`config.mk`:
```
export PLATFORM = sky130hd
export DESIGN_NAME = qspi_flash_sequencer
export DESIGN_NICKNAME = d
export VERILOG_FILES = /design/src/rtl/qspi_flash_sequencer.sv
export SDC_FILE = /design/constraint.sdc
export NUM_CORES = 1
export LEC_CHECK = 0
export ABC_AREA = 1
export CORE_ASPECT_RATIO = 0.5
export CORE_MARGIN = 2
export CORE_UTILIZATION = 30
export DETAILED_ROUTE_END_ITERATION = 12
export GPL_TIMING_DRIVEN = 1
export HOLD_SLACK_MARGIN = 0.12
export PLACE_DENSITY = 0.6
export SLEW_MARGIN = 20
export SYNTH_ARGS = -nofsm -noshare
export SYNTH_HDL_FRONTEND = slang
export SYNTH_SLANG_ARGS = --single-unit
```
`constraint.sdc`:
```
create_clock -name clk_in -period 4.71 [get_ports clk_in]
set_input_delay 0.942 -clock clk_in [delete_from_list [all_inputs] [get_ports clk_in]]
set_output_delay 0.942 -clock clk_in [all_outputs]
set_load 0.1 [all_outputs]
```
`src/rtl/qspi_flash_sequencer.sv`:
```
// Expands sector erase / page program / bulk erase requests into WREN, opcode+address+data
// and RDSR polling on the dword command interface; completion is reported by a done pulse.
// Requests are accepted only while idle with the downstream quiet; program data is pulled via wdata_valid/wdata_ready.
module qspi_flash_sequencer #(
  parameter int PAGE_DWORDS = 64,
  parameter int POLL_GAP    = 32,
  parameter int POLL_LIMIT  = 2000000
) (
  input  logic        clk_in,
  input  logic        reset,
  input  logic        req_valid,
  output logic        req_ready,
  input  logic [1:0]  req_op,
  input  logic [23:0] req_addr,
  input  logic        req_quad,
  input  logic        wdata_valid,
  output logic        wdata_ready,
  input  logic [31:0] wdata,
  output logic        done,
  output logic        err,
  output logic [1:0]  err_code,
  output logic        dif_wr,
  output logic [31:0] dif_data,
  input  logic        dif_busy,
  input  logic        dif_error,
  input  logic [7:0]  dif_readout
);

  localparam int PW  = $clog2(POLL_LIMIT + 1);
  localparam int GW  = $clog2(POLL_GAP + 1);
  localparam int DCW = $clog2(PAGE_DWORDS + 1);

  localparam logic [1:0] OP_SE  = 2'b00;
  localparam logic [1:0] OP_PP  = 2'b01;
  localparam logic [1:0] OP_BE  = 2'b10;
  localparam logic [1:0] OP_ILL = 2'b11;

  localparam logic [7:0] CMD_WREN = 8'h06;
  localparam logic [7:0] CMD_RDSR = 8'h05;
  localparam logic [7:0] CMD_SE   = 8'hD8;
  localparam logic [7:0] CMD_PP   = 8'h02;
  localparam logic [7:0] CMD_QPP  = 8'h32;
  localparam logic [7:0] CMD_BE   = 8'hC7;

  localparam logic [7:0] PROG_LEN = 8'(1 + PAGE_DWORDS);

  localparam logic [1:0] ERR_DIF     = 2'b01;
  localparam logic [1:0] ERR_TIMEOUT = 2'b10;
  localparam logic [1:0] ERR_ILLEGAL = 2'b11;

  typedef enum logic [3:0] {
    S_IDLE,
    S_WREN_HDR,
    S_WREN_WAIT,
    S_OP_HDR,
    S_OP_ADDR,
    S_OP_DATA,
    S_OP_WAIT,
    S_POLL_GAP,
    S_RDSR_HDR,
    S_RDSR_WAIT,
    S_CHECK,
    S_DONE,
    S_FAIL
  } state_t;

  state_t          state;
  logic [1:0]      op_r;
  logic [23:0]     addr_r;
  logic            quad_r;
  logic [PW-1:0]   poll_cnt;
  logic [GW-1:0]   gap_cnt;
  logic [DCW-1:0]  data_cnt;
  logic            seen_busy;
  logic [31:0]     op_hdr;
  logic            unused_readout;

  // Only the WIP bit of the status byte matters here.
  assign unused_readout = ^dif_readout[7:1];

  function automatic logic [31:0] make_hdr(input logic [7:0] cmd, input logic [7:0] len,
                                           input logic quad);
    return {15'b0, quad, len, cmd};
  endfunction

  // Accept only when idle and the downstream is neither busy nor being strobed.
  assign req_ready = (state == S_IDLE) && !dif_busy && !dif_wr;

  // Operation header chosen from the latched request.
  always_comb begin
    op_hdr = make_hdr(CMD_SE, 8'd1, 1'b0);
    case (op_r)
      OP_PP:   op_hdr = quad_r ? make_hdr(CMD_QPP, PROG_LEN, 1'b1)
                               : make_hdr(CMD_PP, PROG_LEN, 1'b0);
      OP_BE:   op_hdr = make_hdr(CMD_BE, 8'd0, 1'b0);
      default: op_hdr = make_hdr(CMD_SE, 8'd1, 1'b0);
    endcase
  end

  // Main sequencer: all outputs registered; a strobe is raised on entry to each *_HDR/ADDR state.
  always_ff @(posedge clk_in or posedge reset) begin
    if (reset) begin
      state       <= S_IDLE;
      dif_wr      <= 1'b0;
      dif_data    <= '0;
      wdata_ready <= 1'b0;
      done        <= 1'b0;
      err         <= 1'b0;
      err_code    <= '0;
      op_r        <= '0;
      addr_r      <= '0;
      quad_r      <= 1'b0;
      poll_cnt    <= '0;
      gap_cnt     <= '0;
      data_cnt    <= '0;
      seen_busy   <= 1'b0;
    end else begin
      dif_wr <= 1'b0;
      done   <= 1'b0;
      // Busy is reported a cycle late; completion is only trusted after it has been seen high.
      if (dif_busy) seen_busy <= 1'b1;

      case (state)
        S_IDLE: begin
          if (req_valid && req_ready) begin
            op_r     <= req_op;
            addr_r   <= req_addr;
            quad_r   <= req_quad && (req_op == OP_PP);
            err      <= 1'b0;
            err_code <= '0;
            if (req_op == OP_ILL) begin
              state    <= S_FAIL;
              err      <= 1'b1;
              err_code <= ERR_ILLEGAL;
              done     <= 1'b1;
            end else begin
              state     <= S_WREN_HDR;
              dif_wr    <= 1'b1;
              dif_data  <= make_hdr(CMD_WREN, 8'd0, 1'b0);
              seen_busy <= 1'b0;
            end
          end
        end

        S_WREN_HDR: state <= S_WREN_WAIT;

        S_WREN_WAIT: begin
          if (dif_error) begin
            state    <= S_FAIL;
            err      <= 1'b1;
            err_code <= ERR_DIF;
            done     <= 1'b1;
          end else if (seen_busy && !dif_busy) begin
            state     <= S_OP_HDR;
            dif_wr    <= 1'b1;
            dif_data  <= op_hdr;
            poll_cnt  <= '0;
            seen_busy <= 1'b0;
          end
        end

        S_OP_HDR: begin
          if (op_r == OP_BE) begin
            state <= S_OP_WAIT;
          end else begin
            state    <= S_OP_ADDR;
            dif_wr   <= 1'b1;
            dif_data <= {8'h00, addr_r};
          end
        end

        S_OP_ADDR: begin
          if (op_r == OP_PP) begin
            state       <= S_OP_DATA;
            wdata_ready <= 1'b1;
            data_cnt    <= '0;
          end else begin
            state <= S_OP_WAIT;
          end
        end

        // Every accepted data dword is forwarded as one strobe; gaps simply produce no strobe.
        S_OP_DATA: begin
          if (dif_error) begin
            state       <= S_FAIL;
            wdata_ready <= 1'b0;
            err         <= 1'b1;
            err_code    <= ERR_DIF;
            done        <= 1'b1;
          end else if (wdata_valid) begin
            dif_wr   <= 1'b1;
            dif_data <= wdata;
            if (data_cnt == DCW'(PAGE_DWORDS - 1)) begin
              state       <= S_OP_WAIT;
              wdata_ready <= 1'b0;
            end else begin
              data_cnt <= data_cnt + 1'b1;
            end
          end
        end

        S_OP_WAIT: begin
          if (dif_error) begin
            state    <= S_FAIL;
            err      <= 1'b1;
            err_code <= ERR_DIF;
            done     <= 1'b1;
          end else if (seen_busy && !dif_busy) begin
            state   <= S_POLL_GAP;
            gap_cnt <= '0;
          end
        end

        S_POLL_GAP: begin
          if (gap_cnt == GW'(POLL_GAP - 1)) begin
            state     <= S_RDSR_HDR;
            dif_wr    <= 1'b1;
            dif_data  <= make_hdr(CMD_RDSR, 8'd0, 1'b0);
            seen_busy <= 1'b0;
          end else begin
            gap_cnt <= gap_cnt + 1'b1;
          end
        end

        S_RDSR_HDR: state <= S_RDSR_WAIT;

        S_RDSR_WAIT: begin
          if (dif_error) begin
            state    <= S_FAIL;
            err      <= 1'b1;
            err_code <= ERR_DIF;
            done     <= 1'b1;
          end else if (seen_busy && !dif_busy) begin
            state <= S_CHECK;
          end
        end

        // WIP clear finishes the operation; otherwise poll again until the limit is hit.
        S_CHECK: begin
          if (!dif_readout[0]) begin
            state <= S_DONE;
            done  <= 1'b1;
          end else if (poll_cnt == PW'(POLL_LIMIT)) begin
            state    <= S_FAIL;
            err      <= 1'b1;
            err_code <= ERR_TIMEOUT;
            done     <= 1'b1;
          end else begin
            poll_cnt <= poll_cnt + 1'b1;
            gap_cnt  <= '0;
            state    <= S_POLL_GAP;
          end
        end

        S_DONE:  state <= S_IDLE;
        S_FAIL:  state <= S_IDLE;
        default: state <= S_IDLE;
      endcase
    end
  end

endmodule

```
# After elaboration in Yosys (flattened, before gate mapping)
# Cells that the tools add are included.
word_totals:
  register_bits: 104
  input_bits: 73
  output_inout_bits: 39
  elab_cells: 160
op_classes:
  n_addsub: 3
  n_reduce_logical: 22
  mux: 82
  eq_ne: 39
ops:
  columns: ["cell", "count"]
  rows:
  - ["two-way mux 32 bit", 8]
  - ["one-hot mux 32 bit (5 select lines)", 1]
  - ["two-way mux 21 bit", 4]
  - ["two-way mux 4 bit", 14]
  - ["one-hot mux 4 bit (11 select lines)", 1]
  - ["one-hot mux 21 bit (2 select lines)", 1]
  - ["one-hot mux 17 bit (2 select lines)", 1]
  - ["two-way mux 6 bit", 5]
  - ["inequality test 2 bit, second input constant", 15]
  - ["two-way mux 7 bit", 4]
  - ["two-way mux 1 bit", 27]
  - ["adder 21 x 1 -> 21 bit, second input constant", 1]
  - ["== test 21 bit, second input constant", 1]
  - ["one-hot mux 6 bit (3 select lines)", 1]
  - ["two-way mux 17 bit", 1]
  - ["== test 4 x 3 -> 1 bit, second input constant", 4]
  - ["inequality test 3 bit, second input constant", 5]
  - ["AND reduction 5 bit", 3]
  - ["two-way mux 2 bit", 7]
  - ["one-hot mux 7 bit (2 select lines)", 1]
  - ["== test 4 bit, second input constant", 3]
  - ["one-hot mux 1 bit (3 select lines)", 3]
  - ["AND reduction 9 bit", 1]
  - ["== test 4 x 2 -> 1 bit, second input constant", 2]
  - ["22 further kinds", 32]

# Depth between registers and ports, before layout
# Gate-level depths: netlist of the first run.
logic_depth:
  ltp_word: 6
  depth_mapped: 11
  depth_no_buf: 10

# Worst setup path after synthesis of the first run
# OpenSTA, ideal clock, no wires.
synth_path:
  kind: "input -> output"
  start: "input port dif_busy"
  end: "output port req_ready"
  path_stages: 1
  slack_ps: 2008
  arrival_time_ps: 1760
  path_buffers: 0
  required_ps: 3768
  cell_sequence: "nor3_4"
synth_via:
  elab_chain_len: 3
synth_lines:
  columns: ["item", "line_no", "source"]
  rows:
  - ["start, declared", "24", "input logic dif_busy,"]
  - ["logical NOT 1 bit", "87", "assign req_ready = (state == S_IDLE) && !dif_busy && !dif_wr;"]
  - ["logical AND 1 bit (2 in series)", "87", null]
  - ["end, declared", "12", "output logic req_ready,"]
# No other way between the ends.

# Worst setup path in the final report of the first run
layout_path:
  start: "input port dif_busy"
  end: "register dif_data[30]"
layout_via:
  elab_chain_len: 6
  word_cells_on_any_way: 8
  cone_classes: "eq/ne (2); reduce/logical (6)"
layout_lines:
  columns: ["item", "line_no", "source"]
  rows:
  - ["logical NOT 1 bit *", "87, 153", null]
  - ["logical AND 1 bit (2 in series)", "87", null]
  - ["logical AND 1 bit", "125", "if (req_valid && req_ready) begin"]
  - ["inequality test 2 x 1 -> 1 bit (no source line)", null, null]
  - ["AND reduction 9 bit (no source line) *", null, null]
  - ["end signal, assigned", "139", "dif_data <= make_hdr(CMD_WREN, 8'd0, 1'b0);"]
  - ["end signal, assigned", "156", "dif_data <= op_hdr;"]
  - ["end signal, assigned", "168", "dif_data <= {8'h00, addr_r};"]
  - ["end, declared", "23", "output logic [31:0] dif_data,"]
# Mark *: on every way between the ends. The rest lies on a longest branch, timed or not.
# A chain may end at the register's enable or synchronous reset.

==> metrics.md, run 1 <==
| Metric | Value |
|---|---|
| Status | `finished clean` |
| WHS Path Cells | `2` |
| Synthesized cell area | `0.00580 mm^2` |
| Reg-to-Reg Start | `state[1]$_DFFE_PP0P_` |
| Post-Synthesis Cells | `798` |
| Largest net degree at the start of global routing | `57` |
| Post-route cell area | `0.00735 mm^2` |
| Worst-Skew Late Latency | `0.35 ns` |
| Top cell type's share of synthesized area | `0.449` |
| Clock power frac | `0.169` |
| Flop pwr share | `0.305` |
| Initial antenna violation count | `0` |
| Most common cell in the netlist | `nand2_1` |
| CTS tree | `built` |
| Diode count | `0` |
| Detail Route Antenna Nets | `0` |
| Gpl congestion | `0.876` |
| Fin crit period | `2.97 ns` |
| Core Util, Final | `0.394` |
| Pre-CTS WS | `1.32 ns` |
| Nets | `975` |
| Max clock buf depth | `2` |
| Chip height | `102 um` |
| Adder-cell share of the synthesized area | `0.0173` |
| Final setup vio count | `0` |
| WL met2 | `7230 um` |
| Drc violations | `0` |
| RSZ-0062 raised after global routing | `no` |
| Cts hold-fix bufs | `0` |
| Leak | `3.42 nW` |
| Worst setup SP type | `input pin` |
| Hold Path Origin | `err_code[0]$_DFFE_PP0P_` |
| Post-synth EDFFs | `0` |
| Setup ws final | `1.74 ns` |
| Initial Util | `0.311` |
| GRT Util Overall | `0.157` |
| Synth Area in Compound Gates | `0.0682` |
| Worst Skew | `0.0112 ns` |
| Maxcap violations | `0` |
| R2r setup slk | `2.12 ns` |
| Root buffer cell | `clkbuf_16` |
| Hold EP | `err_code[0]$_DFFE_PP0P_` |
| Area Growth Syn to Fin | `26.8%` |
| Worst R2R Path Depth | `9` |
| Maximum VDD drop | `0.523 mV` |
| Top routing layer used | `met4` |
| Largest cells by area after synthesis | `dfrtp_1, nand2_1, nand3_1` |
| Sequential cell area | `0.00260 mm^2` |
| Mux share of post-synthesis cell area | `0` |
| Via count | `5398` |
| Largest family of logic cells by synthesized area | `simple AND/OR/NAND/NOR gates` |
| Area taken by multi-input logic gates | `0.00281 mm^2` |
| Die ar. | `0.0205 mm^2` |
| Mean Syn Cell Area | `7.27 um^2` |
| Num CTS Buffers | `9` |
| Reg-to-reg endpoint | `dif_data[30]$_DFFE_PP0P_` |
| Worst setup EP type | `register` |
| Via density | `4.66` |
| I/O pins | `112` |
| Final hold violation count | `0` |
| Post-Place Cells | `1142` |
| Sw Ratio | `0.517` |
| Final Max Slew Viols | `0` |
| DP Wirelength | `11000 um` |
| Pint | `2.15 mW` |
| Total grt overflow | `0` |
| Port Buffers | `104` |
| Worst hold path class | `register to register` |
| Cell accounting for the most synthesized area | `dfrtp_1` |
| Clock transition at path regs | `0.07 ns` |
| # fillers | `1973` |
| Core area | `0.0187 mm^2` |
| Share of layout cells above drive strength 1 | `0.0590` |
| Post-CTS Setup Bufs | `0` |
| Psw | `2.30 mW` |
| Post-Synth Simple-Gate Area | `0.376` |
| Worst EP required | `5.00 ns` |
| Synthesized flop and latch total | `104` |
| Setup tns final | `0 ns` |
| Relative slew slack | `0.282` |
| Net Count, Synth | `879` |
| Final non-filler cell total | `1158` |
| Max FO, Critical Path | `33` |
| Global-route wire length before repair | `26000 um` |
| WS Path Type | `input pin to register` |
| F_max | `337 MHz` |
| Comb power frac | `0.526` |
| Commonest cells post-synth | `nand2_1, dfrtp_1, nor2_1` |
| Sink Count | `104` |
| Row count | `35` |
| Synth warnings | `0` |
| WL met3 | `669 um` |
| Crit path DAT | `3.26 ns` |
| Top FF cell, synth | `dfrtp_1` |
| Sequential cell area fraction in the yosys report | `0.449` |
| Chip width | `201 um` |
| Vias in the first global route | `5229` |
| Synth async-reset ratio | `1.00` |
| Post_cts resized | `0` |
| Routed length per instance | `13.4 um` |
| Final wirelength | `15600 um` |
| Power Dens Cells | `605 mW/mm^2` |
| 1st-pass router iterations | `5` |
| Cell Area, Placed | `0.00706 mm^2` |
| Synth Area in XOR/XNOR | `0.0242` |
| Iter 0 DRT Violations | `232` |
| Worst-Margin Slew | `1.07 ns` |
| Met1 wire length | `7440 um` |
| Tcrit/Tclk final | `0.631` |
| H-tree depth | `3` |
| Distinct cells, synth | `37` |
how the worst max path moves through the flow:
stage | start | endpoint | slack, ns | cells past startpoint
2_1_floorplan | reset | addr_r[0]$_DFFE_PP0P_ | 1.04 | 1
3_3_place_gp | dif_busy | dif_data[30]$_DFFE_PP0P_ | 1.39 | 8
3_5_place_dp | dif_busy | dif_data[30]$_DFFE_PP0P_ | 1.32 | 8
4_1_cts | dif_busy | dif_data[30]$_DFFE_PP0P_ | 1.70 | 8
5_1_grt | dif_busy | dif_data[30]$_DFFE_PP0P_ | 1.47 | 8
6_report | dif_busy | dif_data[30]$_DFFE_PP0P_ | 1.74 | 8
kinds of logic (layout without fill, tap and decap cells):
logic type	after synthesis	count (layout)
compound gates	70	70
xor+xnor	16	16
fa+ha+maj	8	8
buf+inv	87	188
flops	104	104
simple gates	513	513
sequential cells by signal, indices dropped and copies added, names as in the netlist:
name and cells:
addr_r 24, poll_cnt 21, err 1, state 4, seen_busy 1, wdata_ready 1, data_cnt 7, quad_r 1
dif_wr 1, op_r 2, dif_data 32, done 1, gap_cnt 6, err_code 2
area by class of cell:
type                       count  area share
tap                          259      0.0441
sequential                   104       0.354
timing repair buffer         109       0.146
inverter                      63      0.0325
multi-input combinational    607       0.383
clock inverter                 6     0.00783
clock buffer                  10      0.0325
metrics by stage:
step,power (mW),hold WS (ns)
2_1_floorplan,3.15,0.449
3_3_place_gp,3.70,0.463
3_5_place_dp,3.72,0.457
4_1_cts,4.49,0.474
5_1_grt,4.72,0.513
6_report,4.45,0.472
cell usage in the layout, fill, tap and decap left out, types with 2 or more instances in the layout:
cell,synthesis,routed
buf_4,5,6
o211ai_1,2,2
o21bai_1,2,2
nor2_1,81,81
clkinv_1,2,2
nand2_2,7,7
o22ai_1,3,3
nand4_1,7,7
xnor2_1,3,3
clkbuf_16,0,9
nor3_1,3,3
nand3_1,75,75
nor2_4,5,5
inv_8,0,2
ha_1,8,8
nor2_2,3,3
nand3_2,7,7
o21ai_0,42,42
a22o_1,3,3
clkdlybuf4s50_1,0,103
or2_2,2,2
nand2_1,319,319
clkinv_4,0,3
inv_1,59,58
a21oi_1,12,12
dfrtp_1,104,104
xor2_1,13,13
inv_2,2,2
worst max-delay path, stage by stage:
cell and delay (ns):
clkdlybuf4s50_1 0.52, nor3_4 0.25, nand2_2 0.22, inv_2 0.12, nand2_2 0.42, nand2_4 0.55
nand3_1 0.13, nand2_1 0.08
routing by layer:
| metal | up-vias | global-route usage |
|---|---|---|
| met4 | 0 | 0.0439 |
| li1 | 2714 | - |
| met1 | 2547 | 0.200 |
| met3 | 17 | 0.0325 |
| met5 | - | 0 |
| met2 | 120 | 0.274 |
power by group through the flow:
stage               sequential (mW)  combinational, mW  clock [mW]
finish                         1.36               2.34       0.753
global placement               1.37               2.33           0
CTS                            1.36               2.36       0.776
floorplan                      2.30              0.851           0
global route                   1.39               2.51       0.811
detailed placement             1.37               2.35           0
(Power assumes the default switching activity.)
==> run 2, diff against run 1 <==
--- a/config.mk
+++ b/config.mk
@@ -12,7 +12,7 @@
 export DETAILED_ROUTE_END_ITERATION = 12
 export GPL_TIMING_DRIVEN = 1
 export HOLD_SLACK_MARGIN = 0.12
-export PLACE_DENSITY = 0.6
+export PLACE_DENSITY = 0.62
 export SLEW_MARGIN = 20
 export SYNTH_ARGS = -nofsm -noshare
 export SYNTH_HDL_FRONTEND = slang
==> constraint.sdc (replaced) <==
create_clock -name clk_in -period 2.7 [get_ports clk_in]
set_input_delay 0.54 -clock clk_in [delete_from_list [all_inputs] [get_ports clk_in]]
set_output_delay 0.54 -clock clk_in [all_outputs]
set_load 0.1 [all_outputs]
==> run 2 against run 1 <==
Net effect:
- clock skew is 0.0023 ns higher
- core utilization increased by 0.074 points
- critical endpoint is now req_ready
- routed wire length increased by 0.83%
==> metrics.md, run 2 (synthesized netlist as in run 1, its figures left out) <==
| Metric | Value |
|---|---|
| Status | `finished clean (unchanged)` |
| Biggest cell delay along the critical path | `0.53 ns (was 0.55 ns)` |
| Gpl congestion | `0.874 (was 0.876)` |
| Max FO, Critical Path | `5 (was 33)` |
| 1st-pass router iterations | `6 (was 5)` |
| Final hold violation count | `0 (unchanged)` |
| Maxcap violations | `0 (unchanged)` |
| H-tree depth | `3 (unchanged)` |
| Setup ws final | `0.582 ns (was 1.74 ns)` |
| Routed length per instance | `13.4 um (about the same)` |
| Nets | `986 (was 975)` |
| Via count | `5411 (was 5398)` |
| Largest net degree at the start of global routing | `34 (was 57)` |
| Pre-CTS WS | `0.283 ns (was 1.32 ns)` |
| Crit path DAT | `1.58 ns (was 3.26 ns)` |
| CTS tree | `built (unchanged)` |
| CP max stage cell | `clkdlybuf4s50_1 (was nand2_4)` |
| Core Util, Final | `0.395 (was 0.394)` |
| Diode count | `0 (unchanged)` |
| Crit-path cells | `clkdlybuf4s50_1 -> nor3_4 -> buf_12 (was clkdlybuf4s50_1 -> nor3_4 -> nand2_2 -> inv_2 -> nand2_2 -> nand2_4 -> nand3_1 -> nand2_1)` |
| Chip width | `201 um (unchanged)` |
| Area Growth Syn to Fin | `27.0% (was 26.8%)` |
| Drc violations | `0 (unchanged)` |
| Worst setup EP type | `output pin (was register)` |
| # fillers | `1968 (was 1973)` |
| Global-route wire length before repair | `26300 um (was 26000 um)` |
| Leak | `3.54 nW (was 3.42 nW)` |
| Core area | `0.0187 mm^2 (unchanged)` |
| Chip height | `102 um (unchanged)` |
| Via density | `4.63 (was 4.66)` |
| Worst EP required | `2.16 ns (was 5.00 ns)` |
| Relative slew slack | `0.463 (was 0.282)` |
| DP Wirelength | `11100 um (was 11000 um)` |
| RSZ-0062 raised after global routing | `no (unchanged)` |
| Iter 0 DRT Violations | `315 (was 232)` |
| Worst Skew | `0.0135 ns (was 0.0112 ns)` |
| Final wirelength | `15700 um (was 15600 um)` |
| Initial Util | `0.311 (unchanged)` |
| GRT Util Overall | `0.159 (was 0.157)` |
| Initial antenna violation count | `0 (unchanged)` |
| I/O pins | `112 (unchanged)` |
| Total power | `7.73 mW (was 4.45 mW)` |
| Worst setup SP type | `input pin (unchanged)` |
| Final setup vio count | `0 (unchanged)` |
| Commonest cells after routing, fill and taps aside | `nand2_1, dfrtp_1, nor2_1, nand3_1, clkdlybuf4s50_1 (was nand2_1, dfrtp_1, clkdlybuf4s50_1, nor2_1, nand3_1)` |
| Setup tns final | `0 ns (unchanged)` |
| Post-CTS Setup Bufs | `0 (unchanged)` |
| Biggest registers after layout | `dif_data (32), addr_r (24), poll_cnt (21) (unchanged)` |
| Crit-path leading delay family | `buffers and inverters (was simple AND/OR/NAND/NOR gates)` |
| Final Max Slew Viols | `0 (unchanged)` |
| Worst-Margin Slew | `0.805 ns (was 1.07 ns)` |
| Vias in the first global route | `5340 (was 5229)` |
| Largest register by flop count | `dif_data (unchanged)` |
| Worst-Skew Late Latency | `0.36 ns (was 0.35 ns)` |
| Post_cts resized | `0 (unchanged)` |
| F_max | `472 MHz` |
| Detail Route Antenna Nets | `0 (unchanged)` |
| Die ar. | `0.0205 mm^2 (unchanged)` |
| Root buffer cell | `clkbuf_16 (unchanged)` |
| Power Dens Cells | `1050 mW/mm^2 (was 605 mW/mm^2)` |
| Clock transition at path regs | `0.07 ns (about the same)` |
| Worst hold path class | `register to register (unchanged)` |
| Tcrit/Tclk final | `0.784` |
| Most common cell after layout, fill and taps aside | `nand2_1 (unchanged)` |
| Max clock buf depth | `2 (unchanged)` |
| Row count | `35 (unchanged)` |
| Fin crit period | `2.12 ns` |
| Sink Count | `104 (unchanged)` |
| Num CTS Buffers | `9 (unchanged)` |
| Max reg flops | `32 (unchanged)` |
| Share of layout cells above drive strength 1 | `0.112 (was 0.0590)` |
| WS Path Type | `input pin to output pin (was input pin to register)` |
| Total grt overflow | `0 (unchanged)` |
| Maximum VDD drop | `0.653 mV (was 0.523 mV)` |
| Port Buffers | `104 (unchanged)` |
| Cts hold-fix bufs | `0 (unchanged)` |
| CP bufs+invs | `2 (unchanged)` |
-- run 2: where the power goes --
part           switching, mW  internal [mW]
sequential             0.316           2.06
combinational           3.08          0.989
clock                  0.649          0.645
total                   4.04           3.69
-- run 2: through the flow --
stage,hold slack (ns),instance area (um^2),cells
2_1_floorplan,0.449,5800,798
4_1_cts,0.484,7370,1169
3_5_place_dp,0.465,7080,1153
3_3_place_gp,0.464,7080,1153
6_report,0.481,7370,1169
5_1_grt,0.494,7370,1169
-- run 2: layout make-up --
| cell class | count | area (um^2) | area share |
|---|---|---|---|
| Clock inverter | 7 | 58.8 | 0.00798 |
| Timing Repair Buffer | 120 | 1100 | 0.149 |
| Tap cell | 259 | 324 | 0.0440 |
| Clock buffer | 9 | 225 | 0.0306 |
| Sequential cell | 104 | 2600 | 0.353 |
| Multi-Input combinational cell | 607 | 2810 | 0.382 |
| Inverter | 63 | 240 | 0.0326 |
-- run 2: worst paths after layout --
kind	slack [ns]	to	startpoint	cells past startpoint
setup / recovery	0.58	req_ready	dif_busy	3
hold / removal	0.48	err$_DFFE_PP0P_	err$_DFFE_PP0P_	2
setup reg to reg	0.70	dif_data[30]$_DFFE_PP0P_	state[1]$_DFFE_PP0P_	9
hold reg to reg	0.48	err$_DFFE_PP0P_	err$_DFFE_PP0P_	2
max in group asynchronous	1.39	poll_cnt[15]$_DFFE_PP0P_	reset	3
min in group asynchronous	0.65	dif_wr$_DFF_PP0_	reset	2
-- run 2: routing by layer --
metal,GRT usage,vias to the layer above,part of all wire
li1,-,2731,-
met1,0.198,2548,0.46
met2,0.286,119,0.48
met3,0.0335,13,0.048
met4,0.0376,0,0.010
met5,0,-,0
-- run 2: worst min-delay path, stage by stage, from the launching register on --
cell	delay, ns
dfrtp_1	0.35
nand2_1	0.05
nand2_1	0.05
==> run 3, diff against run 2 <==
--- a/config.mk
+++ b/config.mk
@@ -12,7 +12,7 @@
 export DETAILED_ROUTE_END_ITERATION = 12
 export GPL_TIMING_DRIVEN = 1
 export HOLD_SLACK_MARGIN = 0.12
-export PLACE_DENSITY = 0.62
+export PLACE_DENSITY = 0.6
 export SLEW_MARGIN = 20
 export SYNTH_ARGS = -nofsm -noshare
 export SYNTH_HDL_FRONTEND = slang
==> constraint.sdc (replaced) <==
create_clock -name clk_in -period 2.1 [get_ports clk_in]
set_input_delay 0.42 -clock clk_in [delete_from_list [all_inputs] [get_ports clk_in]]
set_output_delay 0.42 -clock clk_in [all_outputs]
set_load 0.1 [all_outputs]
==> run 3 against run 2 <==
Net effect:
- setup slack got worse by 0.52 ns
- global-route usage about the same
- combinational power grew 31%
- critical endpoint unchanged
==> metrics.md, run 3 (synthesized netlist as in run 1, its figures left out) <==
| Metric | Value |
|---|---|
| Hold Path Origin | `err$_DFFE_PP0P_ (unchanged)` |
| Largest register by flop count | `dif_data (unchanged)` |
| Worst-Margin Slew | `0.588 ns (was 0.805 ns)` |
| Diode count | `0 (unchanged)` |
| CTS tree | `built (unchanged)` |
| Sink Count | `104 (unchanged)` |
| Num CTS Buffers | `9 (unchanged)` |
| Iter 0 DRT Violations | `304 (was 315)` |
| Final hold violation count | `0 (unchanged)` |
| Worst Skew | `0.00934 ns (was 0.0135 ns)` |
| Worst setup EP type | `output pin (unchanged)` |
| Status | `finished clean (unchanged)` |
| RSZ-0062 raised after global routing | `no (unchanged)` |
| Port Buffers | `104 (unchanged)` |
| Setup tns final | `0 ns (unchanged)` |
| Via count | `5414 (was 5411)` |
| Most common cell after layout, fill and taps aside | `nand2_1 (unchanged)` |
| Comb power frac | `0.525 (was 0.526)` |
| Post_cts resized | `0 (unchanged)` |
| Power Dens Cells | `1360 mW/mm^2 (was 1050 mW/mm^2)` |
| Max clock buf depth | `2 (unchanged)` |
| Total power | `10.2 mW (was 7.73 mW)` |
| Clock power frac | `0.176 (was 0.167)` |
| Final non-filler cell total | `1172 (was 1169)` |
| Root buffer cell | `clkbuf_16 (unchanged)` |
| Die ar. | `0.0205 mm^2 (unchanged)` |
| Total grt overflow | `0 (unchanged)` |
| Initial antenna violation count | `0 (unchanged)` |
| Core area | `0.0187 mm^2 (unchanged)` |
| R2r setup slk | `0.20 ns (was 0.70 ns)` |
| Leak | `3.59 nW (was 3.54 nW)` |
| Gpl congestion | `0.841 (was 0.874)` |
| DP Wirelength | `11200 um (was 11100 um)` |
| Core Util, Final | `0.401 (was 0.395)` |
| Vias in the first global route | `5386 (was 5340)` |
| Worst setup SP type | `register (was input pin)` |
| Relative slew slack | `0.608 (was 0.463)` |
| Flop pwr share | `0.299 (was 0.307)` |
| WS Path Type | `register to output pin (was input pin to output pin)` |
| Chip height | `102 um (unchanged)` |
| Maxcap violations | `0 (unchanged)` |
| Hold EP | `err$_DFFE_PP0P_ (unchanged)` |
| 1st-pass router iterations | `6 (unchanged)` |
| Psw | `5.23 mW (was 4.04 mW)` |
| Pre-CTS WS | `-0.0686 ns (was 0.283 ns)` |
| Worst-Skew Late Latency | `0.35 ns (was 0.36 ns)` |
| Biggest registers after layout | `dif_data (32), addr_r (24), poll_cnt (21) (unchanged)` |
| Worst R2R Path Depth | `9 (unchanged)` |
| Crit path DAT | `1.62 ns (was 1.58 ns)` |
| Tcrit/Tclk final | `0.972` |
| Final wirelength | `15800 um (was 15700 um)` |
| GRT Util Overall | `0.159 (about the same)` |
| Max reg flops | `32 (unchanged)` |
| Global-route wire length before repair | `26400 um (was 26300 um)` |
| Commonest cells after routing, fill and taps aside | `nand2_1, dfrtp_1, nor2_1, nand3_1, clkdlybuf4s50_1 (unchanged)` |
| Largest net degree at the start of global routing | `105 (was 34)` |
| Nets | `989 (was 986)` |
| Clock transition at path regs | `0.07 ns (about the same)` |
| Detail Route Antenna Nets | `0 (unchanged)` |
| I/O pins | `112 (unchanged)` |
| Drc violations | `0 (unchanged)` |
| Initial Util | `0.311 (unchanged)` |
| H-tree depth | `3 (unchanged)` |
| Final setup vio count | `0 (unchanged)` |
| Reg-to-reg endpoint | `state[0]$_DFFE_PP0P_ (was dif_data[30]$_DFFE_PP0P_)` |
| Area Growth Syn to Fin | `29.0% (was 27.0%)` |
| Reg-to-Reg Start | `data_cnt[0]$_DFFE_PP0P_ (was state[1]$_DFFE_PP0P_)` |
| Maximum VDD drop | `1.03 mV (was 0.653 mV)` |
| Worst EP required | `1.68 ns (was 2.16 ns)` |
| Post-Place Cells | `1156 (was 1153)` |
| Setup ws final | `0.0589 ns (was 0.582 ns)` |
| Post-CTS Setup Bufs | `0 (unchanged)` |
| Pint | `4.96 mW (was 3.69 mW)` |
| Worst hold path class | `register to register (unchanged)` |
| Fin crit period | `2.04 ns` |
| F_max | `490 MHz` |
| Share of layout cells above drive strength 1 | `0.116 (was 0.112)` |
| Final Max Slew Viols | `0 (unchanged)` |
| Max FO, Critical Path | `7 (was 5)` |
| Via density | `4.62 (was 4.63)` |
| Sw Ratio | `0.513 (was 0.522)` |
| Row count | `35 (unchanged)` |
| Chip width | `201 um (unchanged)` |
| Cts hold-fix bufs | `0 (unchanged)` |
| Routed length per instance | `13.5 um (was 13.4 um)` |
| WHS Path Cells | `2 (unchanged)` |
==> run 3: cell count changes in the layout (fill, tap and decap cells not counted), sizes merged <==
cell / change
buf: +3
bufinv: +1
clkinv: +1
clkinvlp: -1
inv: -1
==> run 3: final cells by class <==
cell class                      instances  area (um^2)
Tap cell                              259          324
Clock inverter                          7         86.3
Inverter                               63          240
Timing Repair Buffer                  123         1170
Sequential cell                       104         2600
Clock buffer                            9          225
Fill cell                            1961        11200
Multi-Input combinational cell        607         2830
==> run 3: through the flow <==
step,area (um^2),hold slack (ns)
floorplan,5810,0.449
global placement,7160,0.465
detailed placement,7160,0.466
CTS,7470,0.486
global route,7480,0.509
finish,7480,0.482
==> run 3: metal layers <==
layer / vias to the layer above / track usage / wire length, um
li1: 2745 / - / -
met1: 2558 / 0.204 / 7380
met2: 95 / 0.284 / 7560
met3: 16 / 0.0239 / 582
met4: 0 / 0.0416 / 256
met5: - / 0 / 0
==> run 3: worst max path at each step <==
| stage | startpoint | endpoint | slack (ns) | cells after the start |
|---|---|---|---|---|
| 2_1_floorplan | dif_wr$_DFF_PP0_ | dif_data[12]$_DFFE_PP0P_ | -0.24 | 7 |
| 3_5_place_dp | dif_busy | dif_data[30]$_DFFE_PP0P_ | -0.07 | 9 |
| 6_report | state[1]$_DFFE_PP0P_ | req_ready | 0.06 | 5 |
| 4_1_cts | state[1]$_DFFE_PP0P_ | req_ready | 0.05 | 5 |
| 3_3_place_gp | dif_busy | dif_data[30]$_DFFE_PP0P_ | -0.001 | 9 |
| 5_1_grt | state[1]$_DFFE_PP0P_ | req_ready | 0.01 | 5 |
==> run 3: worst max-delay path: stages, from the launching register on <==
cell and delay, ns:
dfrtp_1 0.47, nor2_2 0.21, nand2_2 0.13, nor3_4 0.15
buf_4 0.15, buf_12 0.16
==> run 3: power by group through the flow <==
| stage | logic, mW | clock network [mW] | registers (mW) |
|---|---|---|---|
| global placement | 5.32 | 0 | 3.08 |
| detailed placement | 5.37 | 0 | 3.09 |
| finish | 5.35 | 1.79 | 3.05 |
| floorplan | 1.92 | 0 | 5.16 |
| CTS | 5.39 | 1.84 | 3.05 |
| global route | 5.76 | 1.92 | 3.13 |
